File: src/rtl/pipe_dmem_responder.sv
// Multi-cycle data-memory responder for the MEM-stage load/store port.
// Accepts one word access, inserts LATENCY wait states, performs the access
// on an internal word array, then pulses rsp_valid for one cycle.
module pipe_dmem_responder #(
  parameter int ADDR_W  = 5,
  parameter int DATA_W  = 32,
  parameter int LATENCY = 2
) (
  input  logic              clk,
  input  logic              reset,
  input  logic              req_valid,
  input  logic              req_we,
  input  logic [ADDR_W-1:0] req_addr,
  input  logic [DATA_W-1:0] req_wdata,
  output logic              stall,
  output logic              rsp_valid,
  output logic [DATA_W-1:0] rsp_rdata,
  output logic [15:0]       stall_count
);

  localparam int DEPTH = 1 << ADDR_W;

  typedef enum logic [1:0] {IDLE, BUSY, DONE} state_t;

  state_t              state, state_nxt;
  logic [3:0]          wait_cnt;
  logic                lat_we;
  logic [ADDR_W-1:0]   lat_addr;
  logic [DATA_W-1:0]   lat_wdata;
  logic [DATA_W-1:0]   mem [DEPTH];
  logic                accept;
  logic                access;

  // Next-state and handshake decode; DONE ignores req_valid so the
  // still-held completed request is not taken a second time.
  always_comb begin
    state_nxt = state;
    stall     = 1'b0;
    rsp_valid = 1'b0;
    accept    = 1'b0;
    access    = 1'b0;
    case (state)
      IDLE: begin
        stall = req_valid;
        if (req_valid) begin
          accept    = 1'b1;
          state_nxt = BUSY;
        end
      end
      BUSY: begin
        stall = 1'b1;
        if (wait_cnt == 4'd0) begin
          access    = 1'b1;
          state_nxt = DONE;
        end
      end
      DONE: begin
        rsp_valid = 1'b1;
        state_nxt = IDLE;
      end
      default: state_nxt = IDLE;
    endcase
  end

  // State register, wait counter and request-field latch.
  always_ff @(posedge clk) begin
    if (!reset) begin
      state     <= IDLE;
      wait_cnt  <= 4'd0;
      lat_we    <= 1'b0;
      lat_addr  <= '0;
      lat_wdata <= '0;
    end else begin
      state <= state_nxt;
      if (accept) begin
        wait_cnt  <= 4'(LATENCY - 1);
        lat_we    <= req_we;
        lat_addr  <= req_addr;
        lat_wdata <= req_wdata;
      end else if (state == BUSY && wait_cnt != 4'd0) begin
        wait_cnt <= wait_cnt - 4'd1;
      end
    end
  end

  // Word array: cleared on reset, written on the access edge of a store.
  always_ff @(posedge clk) begin
    if (!reset) begin
      for (int i = 0; i < DEPTH; i++) mem[i] <= '0;
    end else if (access && lat_we) begin
      mem[lat_addr] <= lat_wdata;
    end
  end

  // Read data register; only loads do update it, so it holds across writes.
  always_ff @(posedge clk) begin
    if (!reset)                  rsp_rdata <= '0;
    else if (access && !lat_we)  rsp_rdata <= mem[lat_addr];
  end

  // Saturating count of stalled cycles.
  always_ff @(posedge clk) begin
    if (!reset)                          stall_count <= 16'd0;
    else if (stall && stall_count != 16'hFFFF) stall_count <= stall_count + 16'd1;
  end

endmodule

File: config.mk
export PLATFORM = sky130hd
export DESIGN_NAME = pipe_dmem_responder
export DESIGN_NICKNAME = d
export VERILOG_FILES = /design/src/rtl/pipe_dmem_responder.sv
export SDC_FILE = /design/constraint.sdc
export NUM_CORES = 2
export LEC_CHECK = 0
export ABC_AREA = 0
export BUFFER_PORTS_ARGS = -buffer_cell sky130_fd_sc_hd__buf_2
export CAP_MARGIN = 30
export CELL_PAD_IN_SITES_DETAIL_PLACEMENT = 2
export CELL_PAD_IN_SITES_GLOBAL_PLACEMENT = 2
export CORE_MARGIN = 2
export CORE_UTILIZATION = 40
export CTS_CLUSTER_SIZE = 10
export DETAILED_ROUTE_END_ITERATION = 7
export GPL_TIMING_DRIVEN = 0
export HOLD_SLACK_MARGIN = 0.06
export PLACE_DENSITY_LB_ADDON = 0.1
export SYNTH_ARGS = -nofsm -noshare
export SYNTH_HDL_FRONTEND = slang
export SYNTH_SLANG_ARGS = --single-unit
File: constraint.sdc
create_clock -name clk -period 13.8 [get_ports clk]
set_input_delay 3.45 -clock clk [delete_from_list [all_inputs] [get_ports clk]]
set_output_delay 3.45 -clock clk [all_outputs]
set_load 0.01 [all_outputs]
==> results.json <==
{
  "critPathRequiredTime_ns": 10.35,
  "clk_latency_ns": 0.78,
  "wl_per_cell_microns": 36.7,
  "synth_compound_area_frac": 0.0479,
  "hold_class": "reg -> reg",
  "slew_headroom": 0.236,
  "cp_max_fo": 6,
  "synth_ff_type": "edfxtp_1",
  "use_met3": 0.0532,
  "start_kind": "primary input",
  "setup_viol": 0,
  "num_vias": 32700,
  "grt_use_total": 0.318,
  "period_minus_slack_ns": 7.63,
  "rsz0062_at_grt": "no",
  "synth_top_family_by_area": "simple AND/OR/NAND/NOR gates",
  "area_growth_pct": 15.8,
  "numCtsBuffers": 136,
  "drtPass1Iterations": 7,
  "layout-drive-gt1-share": 0.176,
  "dp_worst_setup_slack_ns": 6.15,
  "syn-num-nets": 3567,
  "cts_tree": "built",
  "vias_per_cell": 5.88,
  "grt_use_met1": 0.401,
  "synth_cell_types": 66,
  "grt_max_degree": 23,
  "power.density_nw_per_um2": 137,
  "synth_fa_ha_area_frac": 0.000498,
  "ant_nets": 0,
  "coreArea_sq_um": 125000,
  "synth-simple-area-share": 0.159,
  "gr-usage-met2": 0.514,
  "synth_area_sq_um": 50300,
  "die_h_microns": 359,
  "maxClockFrequency_ghz": 0.131,
  "start_util": 0.401,
  "tightest_slew_ns": 1.15,
  "p_comb_frac": 0.090,
  "swShare": 0.254,
  "worst-setup-path-type": "in -> out",
  "fin_skew_ns": 0.0322,
  "io_buffers": 90,
  "antenna_found_initial": 10,
  "synth_seq_area_share": 0.648,
  "synth_xor_area_frac": 0.00105,
  "ios": 91,
  "die_area_sq_um": 129000,
  "synthArstFlopShare": 0,
  "cts.repair.resized": 0,
  "period_share": 0.553,
  "ir_worst_vdd_mv": 0.130,
  "postCtsSetupBuffers": 0,
  "clock-sinks": 1116,
  "grt_pass1_wl_mm": 279,
  "seqPwrFrac": 0.485,
  "final_cell_mix": "and2_1, edfxtp_1, clkbuf_1, mux2i_1, buf_2",
  "syn_inst": 3524,
  "final_max_slew_viol_count": 0,
  "p_int_mw": 5.96,
  "endpoint_kind": "primary output",
  "drtIter0Drc": 3176,
  "place.gp.congestion": 0.929,
  "overflow": 0,
  "yosys_warnings": 0,
  "drcViolationCount": 0,
  "synth.area.mux_share": 0.110,
  "die_w_microns": 359,
  "switching_power_mw": 2.02,
  "syn_area_per_cell_sq_um": 14.3,
  "clock_path_buffers": 3,
  "routed_wl_mm": 204,
  "root_buffer": "clkbuf_16",
  "setup_ws_ns": 6.17,
  "grt_pass1_vias": 35400,
  "rows": 130,
  "finalHoldViolations": 0,
  "dp_hpwl_mm": 150,
  "nFillCells": 11900,
  "p_clk_frac": 0.424,
  "worstPathArrival_ns": 4.18,
  "setup-tns-final_ns": 0,
  "synth_seq_cells": 1116,
  "outcome": "finished clean",
  "synth_edf_count": 1024,
  "cts_hold_buf": 0,
  "holdWs_ns": 0.509,
  "clkSlewWorstSetupHoldPaths_ns": 0.05,
  "power.leakage_nw": 20.9,
  "layout.nets": 3846,
  "final_common_cell": "and2_1",
  "maxCapViolations": 0,
  "busiest_layer": "met2",
  "cts.htree.levels": 4
}
[worst paths after layout]
kind / depth (start not counted) / slack (ns) / startpoint / to
min reg2reg: 2 / 0.51 / stall_count[8] / stall_count[8]
max reg2reg: 6 / 9.73 / lat_addr[4] / rsp_rdata[0]
max: 4 / 6.17 / req_valid / stall
min: 2 / 0.51 / stall_count[8] / stall_count[8]
[routing by layer]
layer  part of all wire  wire length [microns]
met5           0.000064                     13
met4              0.068                  13800
met3              0.064                  13000
met2               0.47                  96100
met1               0.40                  81000
[cell type report]
| type | count | area [sq um] | area share |
|---|---|---|---|
| Antenna cell | 5 | 12.5 | 0.000215 |
| Buffer | 330 | 1630 | 0.0281 |
| Clock buffer | 217 | 3940 | 0.0676 |
| Clock inverter | 18 | 130 | 0.00224 |
| Inverter | 7 | 26.3 | 0.000451 |
| Multi-Input combinational cell | 2071 | 16300 | 0.281 |
| Sequential cell | 1116 | 32600 | 0.560 |
| Tap cell | 1650 | 2060 | 0.0355 |
| Timing Repair Buffer | 141 | 1470 | 0.0253 |
[state kept, by name (all words and copies together), names as in the netlist]
register	flops
mem	1024
rsp_rdata	32
stall_count	16
state	2
lat_addr	5
lat_we	1
wait_cnt	4
lat_wdata	32
[worst max-delay path, cell delays in order]
cell      delay [ns]
buf_2           0.12
o21bai_1        0.25
inv_1           0.18
buf_2           0.18
[power by group through the flow]
stage | registers, mW | logic [mW] | clock network, mW
5_1_grt | 3.88 | 0.737 | 3.54
3_3_place_gp | 3.95 | 0.644 | 0
2_1_floorplan | 3.91 | 0.334 | 0
3_5_place_dp | 3.94 | 0.708 | 0
4_1_cts | 3.87 | 0.713 | 3.42
6_report | 3.88 | 0.719 | 3.39
[cells in the mapped netlist, types with 3 or more instances]
| cell type | number | area, sq um |
|---|---|---|
| and2_1 | 1029 | 6440 |
| edfxtp_1 | 1024 | 30700 |
| mux2i_1 | 224 | 2240 |
| clkbuf_1 | 173 | 649 |
| mux4_2 | 133 | 3000 |
| nand2_1 | 114 | 428 |
| o22ai_1 | 105 | 657 |
| dfxtp_1 | 92 | 1840 |
| o21ai_0 | 67 | 335 |
| buf_2 | 57 | 285 |
| a22oi_1 | 48 | 360 |
| buf_4 | 47 | 353 |
| nor2_1 | 42 | 158 |
| a21boi_0 | 41 | 308 |
| clkbuf_2 | 36 | 180 |
| a31oi_1 | 35 | 219 |
| mux2_2 | 27 | 304 |
| or4_1 | 19 | 143 |
| a21oi_1 | 18 | 90.1 |
| nor4_1 | 16 | 100 |
| o211a_1 | 15 | 150 |
| buf_6 | 13 | 146 |
| nand2b_1 | 13 | 81.3 |
| nor2_2 | 13 | 81.3 |
| a211o_1 | 12 | 105 |
| o21ai_1 | 11 | 55.1 |
| nand3_1 | 8 | 40.0 |
| inv_1 | 6 | 22.5 |
| nor2b_1 | 6 | 37.5 |
| and3_1 | 5 | 31.3 |
| nand4_1 | 5 | 31.3 |
| nand4bb_1 | 5 | 56.3 |
| or3_1 | 5 | 31.3 |
| nor2_8 | 4 | 80.1 |
| nor3_1 | 4 | 20.0 |
| xor2_1 | 4 | 35.0 |
| and4_1 | 3 | 26.3 |
| buf_1 | 3 | 11.3 |
| nand4b_1 | 3 | 26.3 |
[cell families after synthesis]
| kind of cell | count (synthesis) |
|---|---|
| flops | 1116 |
| compound gates | 367 |
| mux | 384 |
| simple gates | 1312 |
| buf+inv | 337 |
| xor+xnor | 6 |
| fa+ha+maj | 2 |
[through the flow]
stage	cell area, sq um	utilization	instances	total power [mW]
final	58200	0.465	5555	7.98
after global routing	58200	0.465	5550	8.16
after CTS	58100	0.464	5546	8.00
after detailed placement	54100	0.432	5311	4.65
after global placement	52800	0.421	5264	4.60
after floorplan	50300	-	3524	4.25
No activity file was read; power rests on OpenSTA's default activity.
